**config.mk**
```make
export PLATFORM = sky130hd
export DESIGN_NAME = bin_to_bcd_seq_flat
export DESIGN_NICKNAME = d
export VERILOG_FILES = /design/src/rtl/bin_to_bcd_seq_pkg.sv /design/src/rtl/bin_to_bcd_seq_if.sv /design/src/rtl/bin_to_bcd_seq_adj.sv /design/src/rtl/bin_to_bcd_seq.sv /design/src/flat_wrapper.sv
export SDC_FILE = /design/constraint.sdc
export NUM_CORES = 1
export LEC_CHECK = 0
export ABC_AREA = 1
export CAP_MARGIN = 40
export CORE_MARGIN = 2
export CORE_UTILIZATION = 54
export DETAILED_ROUTE_END_ITERATION = 10
export GPL_TIMING_DRIVEN = 0
export MAX_ROUTING_LAYER = met4
export PLACE_DENSITY = 0.79
export SYNTH_ARGS = -nofsm -noshare
export SYNTH_HDL_FRONTEND = slang
export SYNTH_SLANG_ARGS = --single-unit
```
**constraint.sdc**
```tcl
create_clock -name clk -period 1.7 [get_ports clk]
set_input_delay 0.17 -clock clk [delete_from_list [all_inputs] [get_ports clk]]
set_output_delay 0.17 -clock clk [all_outputs]
set_load 0.005 [all_outputs]
```
**src/rtl/bin_to_bcd_seq_pkg.sv**
```systemverilog
// Shared types and constants for the sequential double-dabble binary-to-BCD converter.
package bin_to_bcd_seq_pkg;

    typedef enum logic [1:0] {
        StIdle,
        StShift,
        StDone
    } state_e;

    localparam int unsigned NIBBLE_W   = 4;
    localparam int unsigned ADJ_THRESH = 5;
    localparam int unsigned ADJ_ADD    = 3;

    // Largest value representable in the given number of BCD digits.
    function automatic int unsigned bcd_max(input int unsigned digits);
        int unsigned m;
        m = 1;
        for (int unsigned i = 0; i < digits; i++) begin
            m = m * 10;
        end
        return m - 1;
    endfunction

endpackage

```
**src/rtl/bin_to_bcd_seq_if.sv**
```systemverilog
// Start/done request bus of the binary-to-BCD converter.
interface bin_to_bcd_seq_if #(
    parameter int unsigned BIN_W  = 14,
    parameter int unsigned DIGITS = 4
);
    logic                  start;
    logic [BIN_W-1:0]      bin;
    logic                  busy;
    logic                  done;
    logic [4*DIGITS-1:0]   bcd;
    logic                  overflow;

    modport master (
        output start, bin,
        input  busy, done, bcd, overflow
    );

    modport slave (
        input  start, bin,
        output busy, done, bcd, overflow
    );
endinterface

```
**src/rtl/bin_to_bcd_seq_adj.sv**
```systemverilog
// Combinational add-3 corrector for one BCD nibble, applied before each shift.
module bcd_digit_adj
    import bin_to_bcd_seq_pkg::*;
(
    input  logic [NIBBLE_W-1:0] value,
    output logic [NIBBLE_W-1:0] adjusted
);
    localparam logic [NIBBLE_W-1:0] Thresh = NIBBLE_W'(ADJ_THRESH);
    localparam logic [NIBBLE_W-1:0] AddVal = NIBBLE_W'(ADJ_ADD);

    // Carry out of the nibble is intentionally dropped.
    assign adjusted = (value >= Thresh) ? value + AddVal : value;
endmodule

```
**src/rtl/bin_to_bcd_seq.sv**
```systemverilog
// Sequential double-dabble converter: one shift per cycle, registered result and
// saturation to all nines when the input exceeds the digit range.
module bin_to_bcd_seq
    import bin_to_bcd_seq_pkg::*;
#(
    parameter int unsigned BIN_W  = 14,
    parameter int unsigned DIGITS = 4
) (
    input logic             clk,
    input logic             rst_n,
    bin_to_bcd_seq_if.slave bus
);
    localparam int unsigned BCD_W   = NIBBLE_W * DIGITS;
    localparam int unsigned CNT_W   = $clog2(BIN_W + 1);
    localparam int unsigned BCD_MAX = bcd_max(DIGITS);

    state_e             state_q;
    logic [BIN_W-1:0]   shreg_q;
    logic [BCD_W-1:0]   scratch_q;
    logic [BCD_W-1:0]   scratch_adj;
    logic [CNT_W-1:0]   cnt_q;
    logic               ovf_pending_q;
    logic               busy_q;
    logic               done_q;
    logic [BCD_W-1:0]   bcd_q;
    logic               overflow_q;

    for (genvar g = 0; g < DIGITS; g++) begin : g_adj
        bcd_digit_adj u_adj (
            .value    (scratch_q[g*NIBBLE_W +: NIBBLE_W]),
            .adjusted (scratch_adj[g*NIBBLE_W +: NIBBLE_W])
        );
    end

    always_ff @(posedge clk or negedge rst_n) begin
        if (!rst_n) begin
            state_q       <= StIdle;
            shreg_q       <= '0;
            scratch_q     <= '0;
            cnt_q         <= '0;
            ovf_pending_q <= 1'b0;
            busy_q        <= 1'b0;
            done_q        <= 1'b0;
            bcd_q         <= '0;
            overflow_q    <= 1'b0;
        end else begin
            done_q <= 1'b0;
            unique case (state_q)
                StIdle: begin
                    if (bus.start) begin
                        shreg_q       <= bus.bin;
                        scratch_q     <= '0;
                        cnt_q         <= CNT_W'(BIN_W);
                        ovf_pending_q <= 32'(bus.bin) > BCD_MAX;
                        busy_q        <= 1'b1;
                        state_q       <= StShift;
                    end
                end
                StShift: begin
                    {scratch_q, shreg_q} <= {scratch_adj, shreg_q} << 1;
                    cnt_q                <= cnt_q - 1'b1;
                    if (cnt_q == CNT_W'(1)) begin
                        state_q <= StDone;
                    end
                end
                StDone: begin
                    // Wrapped scratch contents are discarded on overflow.
                    bcd_q      <= ovf_pending_q ? {DIGITS{4'h9}} : scratch_q;
                    overflow_q <= ovf_pending_q;
                    done_q     <= 1'b1;
                    busy_q     <= 1'b0;
                    state_q    <= StIdle;
                end
                default: state_q <= StIdle;
            endcase
        end
    end

    assign bus.busy     = busy_q;
    assign bus.done     = done_q;
    assign bus.bcd      = bcd_q;
    assign bus.overflow = overflow_q;
endmodule

```
**src/flat_wrapper.sv**
```systemverilog
// flat-port wrapper written by rule: the top's interface ports become plain ports
module bin_to_bcd_seq_flat import bin_to_bcd_seq_pkg::*;
#(
    parameter int unsigned BIN_W  = 14,
    parameter int unsigned DIGITS = 4
)
  (clk, rst_n, bus_start, bus_bin, bus_busy, bus_done, bus_bcd, bus_overflow);
  bin_to_bcd_seq_if #(.BIN_W(BIN_W), .DIGITS(DIGITS)) bus_i ();
  input logic clk;
  input logic rst_n;
  input wire logic [$bits(bus_i.start)-1:0] bus_start;
  input wire logic [$bits(bus_i.bin)-1:0] bus_bin;
  output wire logic [$bits(bus_i.busy)-1:0] bus_busy;
  output wire logic [$bits(bus_i.done)-1:0] bus_done;
  output wire logic [$bits(bus_i.bcd)-1:0] bus_bcd;
  output wire logic [$bits(bus_i.overflow)-1:0] bus_overflow;
  assign bus_i.start = bus_start;
  assign bus_i.bin = bus_bin;
  assign bus_busy = bus_i.busy;
  assign bus_done = bus_i.done;
  assign bus_bcd = bus_i.bcd;
  assign bus_overflow = bus_i.overflow;
  bin_to_bcd_seq #(.BIN_W(BIN_W), .DIGITS(DIGITS)) u_core (.clk(clk), .rst_n(rst_n), .bus(bus_i));
endmodule
```
==> Implementation_results.wiki, run 1 <==
{| class="wikitable"
! Metric !! Value
|-
| Count of cell types in the netlist || 22
|-
| Accumulated negative setup slack || 0 ns
|-
| Data arrival time of the critical path || approximately 1.2 ns
|-
| Post-synthesis cell count || around 320
|-
| Number of placed I/O pins || 36
|-
| FMAX || ~0.74 GHz
|-
| Sink Count || 56
|-
| Post-detailed-route via-to-cell ratio || 5.084
|-
| Portion of the clock cycle consumed by the worst path in the final layout || ~79%
|-
| Flip-flop and latch area || around 1400 um2
|-
| H-tree lvl count || 2
|-
| Fraction of the yosys area taken by sequential cells || between 50% and 60%
|-
| Largest delay share family, worst path || buffers and inverters
|-
| Multi-input gate area in the final layout || 1112 um2
|-
| Global-route wire length before repair || between 9 and 10 mm
|-
| Type of the worst min-delay path || in2async
|-
| Maximum number of pins on one net before global-route repair || 38
|-
| Diodes inserted || 0
|-
| Die Width || around 75 um
|-
| Netlist Area Pre-Place || about 2700 um2
|-
| Slew of the pin with the lowest slew margin || 0.4629 ns
|-
| Crit-path cells || clkdlybuf4s50_1
|-
| Post-route minimum period || 1.344 ns
|-
| Fill cells || roughly 410
|-
| Non-Filler Cell Area, Final || 3226 um2
|-
| Cell count after placement || ~420
|-
| Power Dens Cells || 1594 nW/um2
|-
| Via count of the first global-routing pass || ~2200
|-
| Setup slack of the worst register-to-register path || ~0.36 ns
|-
| Max cap viols || 0
|-
| Clock Skew || between 0.007 and 0.008 ns
|-
| Initial Utilization || 56.55%
|-
| Slowest cell on the critical path || clkdlybuf4s50_1
|-
| Area share of the leading cell type in the synthesized netlist || ~52%
|-
| FF+latch count, synth || 56
|-
| Ranking of synthesized cells by area || dfrtp_1 52%, nand2_1 15%, nand3_1 6.0%
|-
| Filler-free cell count of the finished design || 429
|-
| Overflow left after global routing || 0
|-
| Leakage dissipation || roughly 1.6 nW
|-
| Startpoint types || flop
|-
| Worst Reg-to-Reg Cells || 8
|-
| Number of synthesis warnings || 0
|-
| Critical Path Sink Type || output pin
|-
| Average wire per standard cell || about 12 um
|-
| Worst reg2reg path startpoint || u_core.scratch_q[5]
|-
| Clock buffer depth || 2
|-
| Antenna Violating Nets Remaining || 0
|-
| Avg Cell Area, Syn || 8.455 um2
|-
| Die height || 74.57 um
|-
| RSZ-0062 raised after global routing || no
|-
| Violation count after the first detailed-routing iteration || 160
|-
| Cell Area, Placed || 3138 um2
|-
| Capture instance of the worst register-to-register path || u_core.scratch_q[6]
|-
| Number of buffers inserted by port buffering || 35
|-
| Number of cells upsized or downsized after cts || 0
|-
| Leading area contributor after synthesis || dfrtp_1
|-
| Global router's overall resource usage || 23.01%
|-
| Total Routed Length || 5.279 mm
|-
| Worst Setup Path Type || reg2out
|-
| Final Hold Vio Count || 0
|-
| Crit path buf inv count || 1
|-
| Syn Nets || 345
|-
| Worst slew margin || around 70%
|-
| Final core utilization || 67.84%
|-
| Maximum fanout count along the critical path || 2
|-
| Number of placement rows || 25
|-
| GPL Wtd Cong || approximately 0.88
|-
| Detail Placement HPWL || 3.807 mm
|-
| Number of nets in the final layout || 389
|-
| Clock tree from TritonCTS || built
|-
| CTS Root Cell || clkbuf_8
|-
| Later-pin clock latency in the skew report || between 0.3 and 0.4 ns
|-
| Status || complete, no violations
|-
| Final-report setup violation count || 0
|-
| DRT Pass-1 Iters || 4
|-
| Proportion of layout cells with a drive suffix above 1 || around a tenth
|-
| Tot Pwr || 0.005142 W
|-
| Reg clk slew, reported paths || about 0.10 ns
|-
| Maximum VDD drop || around 1.1 mV
|-
| Data required, critical path || approximately 1.5 ns
|-
| Area overhead of the layout relative to synthesis || 19.96%
|-
| Standard cell core area || around 4800 um2
|-
| Die area || between 5000 and 6000 um2
|-
| DRC violation count after routing || 0
|-
| Number of clock buffers inserted by TritonCTS || 5
|-
| Number of pins with negative max-slew slack in the final report || 0
|-
| Largest stage delay on the critical path || roughly 0.5 ns
|-
| Initial antenna violation count || 0
|-
| Total via count after detailed routing || around 2200
|}
through the flow:
step	hold WS, ns	worst slack (ns)
after CTS	0.3430	0.3442
after global placement	0.4560	-1.241
after floorplan	-0.1256	0.5635
final	0.3300	0.3559
after detailed placement	0.1537	0.2868
after global routing	0.3820	0.2196
cells by family (layout without fill, tap and decap cells):
logic type	count (synthesis)	in the layout	synth area share, %
AOI/OAI and AO/OA	38	38	8.655
buffers and inverters	37	81	6.515
adders and majority gates	10	10	4.653
DFF	56	56	52.12
and+or+nand+nor	177	177	28.06
layout by cell type, fill, tap and decap left out, types with 2 or more instances in the layout:
master           netlist  final
clkbuf_8               0      5
o21ai_2                8      8
nor2_4                 2      2
clkdlybuf4s50_1        0     34
nand3_1               32     32
o21bai_1               3      3
nor2_1                23     23
inv_1                 25     25
buf_4                  3      3
buf_2                  2      3
o21ai_0               15     15
inv_4                  3      3
dfrtp_1               56     56
ha_1                  10     10
nand2_1              108    108
inv_2                  2      2
nand4_1                8      8
nand2_2                2      2
a21oi_1               10     10
buf_6                  2      2
flip-flops by register name, indices dropped and copies added, names as in the netlist:
register / cells
u_core.bus.bcd: 16
u_core.scratch_q: 16
u_core.shreg_q: 14
u_core.cnt_q: 4
u_core.state_q: 2
u_core.bus.busy: 1
u_core.bus.done: 1
u_core.bus.overflow: 1
u_core.ovf_pending_q: 1
what timing repair did:
action / in CTS / in global routing
hold endpoints to repair: 19 / 0
buffers inserted: 0 / 0
setup endpoints to repair: 0 / 0
hold buffers: 1 / 0
Yosys cell counts (all sizes together):
master	n
nand2	111
dfrtp	56
nand3	32
inv	30
nor2	26
o21ai	23
a21oi	10
ha	10
nand4	8
buf	7
o21bai	3
a22oi	1
o211ai	1
how the worst max path moves through the flow:
| stage | from | endpoint | depth (start not counted) |
|---|---|---|---|
| CTS | u_core.bus.bcd[4] | bus_bcd[4] | 1 |
| detailed placement | bus_start | u_core.shreg_q[12] | 6 |
| finish | u_core.bus.bcd[4] | bus_bcd[4] | 1 |
| global placement | rst_n | u_core.shreg_q[6] | 1 |
| floorplan | u_core.scratch_q[1] | u_core.scratch_q[4] | 7 |
| global route | u_core.scratch_q[8] | u_core.scratch_q[9] | 8 |
report_power, final:
group | switching (W) | total (W) | leakage (nW) | internal [W]
Combinational | 0.00135 | 0.00228 | 0.888 | 0.000933
Sequential | 0.000341 | 0.00217 | 0.680 | 0.00183
Clock | 0.000410 | 0.000691 | 0.0410 | 0.000281
Total | 0.00210 | 0.00514 | 1.61 | 0.00305
worst register-to-register path, cell delays in order, from the launching register on:
cell and delay (ns):
dfrtp_1 0.41, inv_1 0.16, ha_1 0.19, inv_1 0.05, nand2_1 0.11, nand3_1 0.14
nand2_1 0.09, nand3_1 0.07, nand2_1 0.07
area by class of cell:
class                           count  area share, %
Sequential cell                    56          43.44
Multi-Input combinational cell    225          34.48
Timing Repair Buffer               37          11.64
Inverter                           30          3.724
Tap cell                           67          2.599
Clock buffer                        6          2.250
Buffer                              7          1.707
Clock inverter                      1         0.1552
routing by layer:
metal,vias up,global-route usage [%],part of all wire (%)
li1,1113,-,-
met1,1017,27.28,45
met2,43,38.64,50
met3,8,5.149,3.4
met4,0,7.937,1.3
met5,-,-,0
No activity file was read; power rests on OpenSTA's default activity.
==> run 2: changes to the inputs <==
--- a/config.mk
+++ b/config.mk
@@ -8,11 +8,11 @@
 export ABC_AREA = 1
 export CAP_MARGIN = 40
 export CORE_MARGIN = 2
-export CORE_UTILIZATION = 54
+export CORE_UTILIZATION = 49
 export DETAILED_ROUTE_END_ITERATION = 10
 export GPL_TIMING_DRIVEN = 0
 export MAX_ROUTING_LAYER = met4
-export PLACE_DENSITY = 0.79
+export PLACE_DENSITY = 0.75
 export SYNTH_ARGS = -nofsm -noshare
 export SYNTH_HDL_FRONTEND = slang
 export SYNTH_SLANG_ARGS = --single-unit
==> constraint.sdc (replaced) <==
create_clock -name clk -period 1.2 [get_ports clk]
set_input_delay 0.12 -clock clk [delete_from_list [all_inputs] [get_ports clk]]
set_output_delay 0.12 -clock clk [all_outputs]
set_load 0.005 [all_outputs]
==> run 2 against run 1 <==
Against the previous run:
- the flow now finishes with violations (negative setup slack)
- die area grew 9.6%
- clock-buffer cell count is the same
- cell area grew 14%
- power grew 72%
- flip-flop and latch count is the same
- clock power grew 75%
- cell count grew 8.4%
- register-to-register slack lost 0.41 ns
- global-route usage shrank 2.8 points
- critical path depth grew 5
- combinational power grew 97%
==> Implementation_results.wiki, run 2 (same netlist as run 1, synthesis figures left out) <==
{| class="wikitable"
! Metric !! Value
|-
| Worst Setup Path Type || reg2reg (was reg2out)
|-
| Number of placement rows || 26 (was 25)
|-
| Maximum fanout count along the critical path || 5 (was 2)
|-
| Final Hold Vio Count || 0 (unchanged)
|-
| Fill cells || 405 (was 413)
|-
| Reg clk slew, reported paths || 0.10 ns (about the same)
|-
| Slew of the pin with the lowest slew margin || 0.4485 ns (was 0.4629 ns)
|-
| Data arrival time of the critical path || 1.46 ns (was 1.17 ns)
|-
| Startpoint types || flop (unchanged)
|-
| Violation count after the first detailed-routing iteration || 153 (was 160)
|-
| Clock buffer depth || 2 (unchanged)
|-
| Leakage dissipation || 1.851 nW (was 1.609 nW)
|-
| Power Dens Cells || 2402 nW/um2 (was 1594 nW/um2)
|-
| Worst slew margin || 70.10% (was 69.14%)
|-
| Detail Placement HPWL || 3.697 mm (was 3.807 mm)
|-
| Setup slack of the worst register-to-register path || -0.06 ns (was 0.36 ns)
|-
| Maximum VDD drop || 1.206 mV (was 1.148 mV)
|-
| Standard cell core area || 5205 um2 (was 4755 um2)
|-
| FMAX || roughly 0.8 GHz
|-
| Violated checks || negative setup slack
|-
| Cell repeated most along the worst path || o21ai_0
|-
| Hold slack || 0.2847 ns (was 0.3300 ns)
|-
| Critical Path Sink Type || flop (was output pin)
|-
| Later-pin clock latency in the skew report || 0.31 ns (about the same)
|-
| Final worst slack || -0.05627 ns (was 0.3559 ns)
|-
| DRT Pass-1 Iters || 6 (was 4)
|-
| Number of buffers inserted by port buffering || 35 (unchanged)
|-
| Cell count after placement || 424 (was 421)
|-
| Global router's overall resource usage || 20.26% (was 23.01%)
|-
| Die Width || 78.08 um (was 74.57 um)
|-
| Number of nets in the final layout || 421 (was 389)
|-
| Via count of the first global-routing pass || 2183 (was 2152)
|-
| Portion of the clock cycle consumed by the worst path in the final layout || 104.7%
|-
| H-tree lvl count || 2 (unchanged)
|-
| Status || finished with violations (was complete, no violations)
|-
| Slowest cell on the critical path || dfrtp_1 (was clkdlybuf4s50_1)
|-
| Die height || 78.08 um (was 74.57 um)
|-
| Maximum number of pins on one net before global-route repair || 39 (was 38)
|-
| Initial Utilization || 51.66% (was 56.55%)
|-
| Average wire per standard cell || 13.38 um (was 12.31 um)
|-
| Total Routed Length || 6.221 mm (was 5.279 mm)
|-
| CTS Root Cell || clkbuf_8 (unchanged)
|-
| Diodes inserted || 0 (unchanged)
|-
| RSZ-0062 raised after global routing || yes (was no)
|-
| Area overhead of the layout relative to synthesis || 37.23% (was 19.96%)
|-
| Antenna Violating Nets Remaining || 0 (unchanged)
|-
| Clock tree from TritonCTS || built (unchanged)
|-
| Commonest non-fill, non-tap cell in the layout || nand2_1 (unchanged)
|-
| Filler-free cell count of the finished design || 465 (was 429)
|-
| Crit path buf inv count || 2 (was 1)
|-
| Die area || 6096 um2 (was 5560 um2)
|-
| Initial antenna violation count || 0 (unchanged)
|-
| Largest delay share family, worst path || flip-flops (was buffers and inverters)
|-
| Total via count after detailed routing || 2381 (was 2181)
|-
| Post-route minimum period || about 1.3 ns
|-
| Final core utilization || 70.89% (was 67.84%)
|-
| Post-detailed-route via-to-cell ratio || 5.120 (was 5.084)
|-
| Max cap viols || 0 (unchanged)
|-
| Commonest cells after routing, fill and taps aside || 96 x nand2_1, 54 x dfrtp_1, 34 x buf_4 (was 108 x nand2_1, 56 x dfrtp_1, 34 x clkdlybuf4s50_1)
|-
| Crit-path cells || inv_2, ha_4, buf_4, o21ai_0, nand3_1, o21ai_0 (was clkdlybuf4s50_1)
|-
| GPL Wtd Cong || 0.8309 (was 0.8796)
|-
| Proportion of layout cells with a drive suffix above 1 || 27.59% (was 9.392%)
|-
| Sink Count || 56 (unchanged)
|-
| Overflow left after global routing || 0 (unchanged)
|-
| Type of the worst min-delay path || in2async (unchanged)
|-
| Number of clock buffers inserted by TritonCTS || 5 (unchanged)
|-
| Clock Skew || 0.01139 ns (was 0.007809 ns)
|-
| Number of placed I/O pins || 36 (unchanged)
|-
| DRC violation count after routing || 0 (unchanged)
|-
| Data required, critical path || 1.40 ns (was 1.53 ns)
|-
| Number of pins with negative max-slew slack in the final report || 0 (unchanged)
|-
| Global-route wire length before repair || 9.735 mm (was 9.370 mm)
|-
| Final-report setup violation count || 3 (was 0)
|-
| Largest stage delay on the critical path || 0.38 ns (was 0.50 ns)
|}
run 2: changes by cell type in the layout (fill, tap and decap cells not counted), moves of 11 or more:
cell             change
clkdlybuf4s50_1     -19
dlygate4sd2_1       +19
buf_4               +31
nand2_1             -12
inv_1               -12
inv_2               +11
run 2: worst paths after layout:
kind,from,end,cells after the start
min in group clk,bus_bin[0],u_core.shreg_q[0],3
worst max register to register,u_core.scratch_q[9],u_core.scratch_q[11],6
worst max-delay path,u_core.scratch_q[9],u_core.scratch_q[11],6
worst min register to register,u_core.bus.busy,u_core.bus.busy,2
max in group asynchronous,rst_n,u_core.scratch_q[12],3
worst min-delay path,rst_n,u_core.bus.bcd[3],2
run 2: metrics by stage:
step	setup WS, ns	total power, W	setup TNS, ns	instance area, um2
3_3_place_gp	-1.715	0.006202	-98.77	3127
4_1_cts	0.009744	0.007779	0	3410
5_1_grt	-0.1058	0.009566	-0.6035	3690
2_1_floorplan	0.06354	0.005330	0	2689
3_5_place_dp	-0.1707	0.006325	-3.177	3142
6_report	-0.05627	0.008864	-0.06637	3690
run 2: area by class of cell:
cell class | count | area (um2) | share of cell area (%)
Sequential cell | 56 | 1404 | 38.05
Multi-Input combinational cell | 225 | 1305 | 35.37
Timing Repair Buffer | 69 | 591.8 | 16.04
Inverter | 30 | 122.6 | 3.323
Tap cell | 70 | 87.58 | 2.374
Clock buffer | 6 | 72.57 | 1.967
Buffer | 7 | 71.32 | 1.933
Clock inverter | 2 | 35.03 | 0.9495
run 2: metal layers:
layer / wire [um] / GRT usage, %
met5: 0 / -
met2: 3179 / 34.14
met1: 2690 / 25.90
met3: 263 / 2.759
met4: 87 / 5.789
run 2: what timing repair did:
action / 4_1_cts / 5_1_grt
gates resized for setup: 35 / 48
buffers inserted: 19 / 13
hold endpoints to repair: 18 / 0
endpoints found under the setup margin: 58 / 35
pin swaps: 2 / 18
hold buffers: 1 / 0
run 2: where the power goes:
group          switching, W  internal (W)
Combinational       0.00250       0.00200
Sequential         0.000552       0.00260
Clock              0.000594      0.000621
Total               0.00364       0.00522
==> run 3: changes to the inputs <==
--- a/config.mk
+++ b/config.mk
@@ -8,11 +8,10 @@
 export ABC_AREA = 1
 export CAP_MARGIN = 40
 export CORE_MARGIN = 2
-export CORE_UTILIZATION = 49
+export CORE_UTILIZATION = 30
 export DETAILED_ROUTE_END_ITERATION = 10
 export GPL_TIMING_DRIVEN = 0
 export MAX_ROUTING_LAYER = met4
-export PLACE_DENSITY = 0.75
 export SYNTH_ARGS = -nofsm -noshare
 export SYNTH_HDL_FRONTEND = slang
 export SYNTH_SLANG_ARGS = --single-unit
==> run 3 against run 2 <==
Against the previous run:
- the flow now finishes without violations
- utilization shrank 28 points
- register-to-register slack improved by 0.08 ns
- die area up 60%
- critical path type unchanged
- largest power group unchanged
- clock power rose by 3%
- hold slack better by 0.044 ns
- first-iteration DRC count fell by 41%
- global-route usage decreased by 6.8 points
- largest cell class unchanged
- cell count grew 7.3%
- power fell by 2.0%
==> Implementation_results.wiki, run 3 (same netlist as run 1, synthesis figures left out) <==
{| class="wikitable"
! Metric !! Value
|-
| Leakage dissipation || 1.830 nW (was 1.851 nW)
|-
| Power Dens Cells || 2346 nW/um2 (was 2402 nW/um2)
|-
| Final core utilization || 42.44% (was 70.89%)
|-
| RSZ-0062 raised after global routing || yes (unchanged)
|-
| Initial antenna violation count || 0 (unchanged)
|-
| First element of the critical path || u_core.scratch_q[0] (was u_core.scratch_q[9])
|-
| Status || complete, no violations (was finished with violations)
|-
| Hold slack || 0.3285 ns (was 0.2847 ns)
|-
| Crit-path cells || buf_4, ha_4, nand2_2, nand4_1, nand3_1, nand2_1 (was inv_2, ha_4, buf_4, o21ai_0, nand3_1, o21ai_0)
|-
| Maximum VDD drop || 0.7349 mV (was 1.206 mV)
|-
| Worst reg2reg path startpoint || u_core.scratch_q[0] (was u_core.scratch_q[9])
|-
| Die height || 98.67 um (was 78.08 um)
|-
| Post-route minimum period || 1.172 ns (was 1.256 ns)
|-
| Post-detailed-route via-to-cell ratio || 4.643 (was 5.120)
|-
| Average wire per standard cell || 12.40 um (was 13.38 um)
|-
| Capture instance of the worst register-to-register path || u_core.scratch_q[1] (was u_core.scratch_q[11])
|-
| Filler-free cell count of the finished design || 499 (was 465)
|-
| Number of placed I/O pins || 36 (unchanged)
|-
| Proportion of layout cells with a drive suffix above 1 || 24.81% (was 27.59%)
|-
| Setup slack of the worst register-to-register path || 0.03 ns (was -0.06 ns)
|-
| Accumulated negative setup slack || 0 ns (was -0.06637 ns)
|-
| Slowest cell on the critical path || dfrtp_1 (unchanged)
|-
| End of the critical path || u_core.scratch_q[1] (was u_core.scratch_q[11])
|-
| Total via count after detailed routing || 2317 (was 2381)
|-
| Final Hold Vio Count || 0 (unchanged)
|-
| Type of the worst min-delay path || in2async (unchanged)
|-
| Number of buffers inserted by port buffering || 35 (unchanged)
|-
| Portion of the clock cycle consumed by the worst path in the final layout || 97.64% (was 104.7%)
|-
| Overflow left after global routing || 0 (unchanged)
|-
| Detail Placement HPWL || 4.124 mm (was 3.697 mm)
|-
| Maximum number of pins on one net before global-route repair || 33 (was 39)
|-
| Global-route wire length before repair || 10.43 mm (was 9.735 mm)
|-
| Antenna Violating Nets Remaining || 0 (unchanged)
|-
| Later-pin clock latency in the skew report || 0.31 ns (about the same)
|-
| Worst Setup Path Type || reg2reg (unchanged)
|-
| Commonest non-fill, non-tap cell in the layout || nand2_1 (unchanged)
|-
| Largest stage delay on the critical path || 0.41 ns (was 0.38 ns)
|-
| Number of clock buffers inserted by TritonCTS || 5 (unchanged)
|-
| Sink Count || 56 (unchanged)
|-
| Standard cell core area || 8721 um2 (was 5205 um2)
|-
| DRT Pass-1 Iters || 4 (was 6)
|-
| Worst Reg-to-Reg Cells || 6 (unchanged)
|-
| Cell count after placement || 462 (was 424)
|-
| CTS Root Cell || clkbuf_8 (unchanged)
|-
| Die area || 9736 um2 (was 6096 um2)
|-
| Data arrival time of the critical path || 1.38 ns (was 1.46 ns)
|-
| Cell Area, Placed || 3189 um2 (was 3142 um2)
|-
| Global router's overall resource usage || 13.43% (was 20.26%)
|-
| Clock Skew || 0.003650 ns (was 0.01139 ns)
|-
| Worst slew margin || 60.79% (was 70.10%)
|-
| Maximum fanout count along the critical path || 3 (was 5)
|-
| Non-Filler Cell Area, Final || 3701 um2 (was 3690 um2)
|-
| H-tree lvl count || 2 (unchanged)
|-
| Slew of the pin with the lowest slew margin || 0.5881 ns (was 0.4485 ns)
|-
| Number of nets in the final layout || 417 (was 421)
|-
| Max cap viols || 0 (unchanged)
|-
| Initial Utilization || 30.83% (was 51.66%)
|-
| Diodes inserted || 0 (unchanged)
|-
| Commonest cells after routing, fill and taps aside || 97 x nand2_1, 55 x dfrtp_1, 27 x buf_4, 27 x nand3_1, 23 x nor2_1 (was 96 x nand2_1, 54 x dfrtp_1, 34 x buf_4)
|-
| Number of placement rows || 34 (was 26)
|-
| Die Width || 98.67 um (was 78.08 um)
|-
| Reg clk slew, reported paths || 0.10 ns (about the same)
|-
| Via count of the first global-routing pass || 2254 (was 2183)
|-
| Total Routed Length || 6.186 mm (was 6.221 mm)
|-
| Violation count after the first detailed-routing iteration || 91 (was 153)
|-
| Startpoint types || flop (unchanged)
|-
| DRC violation count after routing || 0 (unchanged)
|-
| Data required, critical path || 1.41 ns (was 1.40 ns)
|-
| Clock tree from TritonCTS || built (unchanged)
|-
| Number of pins with negative max-slew slack in the final report || 0 (unchanged)
|-
| FMAX || 0.8535 GHz (was 0.7960 GHz)
|-
| Area overhead of the layout relative to synthesis || 37.65% (was 37.23%)
|-
| GPL Wtd Cong || 0.7967 (was 0.8309)
|-
| Critical Path Sink Type || flop (unchanged)
|-
| Clock buffer depth || 2 (unchanged)
|-
| Final-report setup violation count || 0 (was 3)
|}
[run 3: cell types whose count changed in the layout (fill, tap and decap cells not counted), moves of 2 or more]
cell	previous run	this run
nand3_1	25	27
ha_1	3	5
buf_12	1	3
buf_4	34	27
nand3_2	4	2
[run 3: worst min path at each step]
stage	from	endpoint
final	rst_n	u_core.shreg_q[6]
after global routing	bus_bin[0]	u_core.shreg_q[0]
after CTS	bus_bin[0]	u_core.shreg_q[0]
after detailed placement	rst_n	u_core.shreg_q[6]
after global placement	u_core.shreg_q[0]	u_core.shreg_q[0]
after floorplan	rst_n	u_core.bus.bcd[0]
[run 3: layout make-up]
type | instances | area [um2]
Buffer | 7 | 75.07
Clock buffer | 5 | 68.82
Clock inverter | 3 | 42.54
Fill cell | 881 | 5020
Inverter | 30 | 125.1
Multi-Input combinational cell | 225 | 1265
Sequential cell | 56 | 1403
Tap cell | 108 | 135.1
Timing Repair Buffer | 65 | 586.8
[run 3: power breakdown]
part           leakage (nW)  total (W)  internal (W)  switching [W]
sequential            0.678    0.00311       0.00259       0.000511
clock                0.0541    0.00125      0.000619       0.000636
combinational          1.10    0.00432       0.00198        0.00234
total                  1.83    0.00868       0.00520        0.00349
[run 3: worst max-delay path, delay by kind of cell, from the launching register on]
kind,cells,cell delay (ns)
fa+ha+maj,1,0.15
buf+inv,1,0.15
flops,1,0.41
simple gates,4,0.36
[run 3: what timing repair did]
action                                  CTS  global route
hold buffers                              1             0
buffers inserted                         19             9
hold endpoints to repair                 24             0
gates resized for setup                  31            42
pin swaps                                 2            16
endpoints found under the setup margin   51            42
[run 3: stage by stage]
| step | setup WS (ns) | power, W |
|---|---|---|
| after floorplan | 0.06354 | 0.005330 |
| after global placement | -1.809 | 0.006273 |
| after detailed placement | -0.1744 | 0.006376 |
| after CTS | 0.004509 | 0.007978 |
| after global routing | -0.05458 | 0.009495 |
| final | 0.02836 | 0.008682 |
[run 3: metal layers]
| layer | wire, um | GRT usage (%) |
|---|---|---|
| met5 | 0 | - |
| met4 | 42 | 2.845 |
| met3 | 259 | 2.553 |
| met2 | 2937 | 21.04 |
| met1 | 2948 | 18.33 |
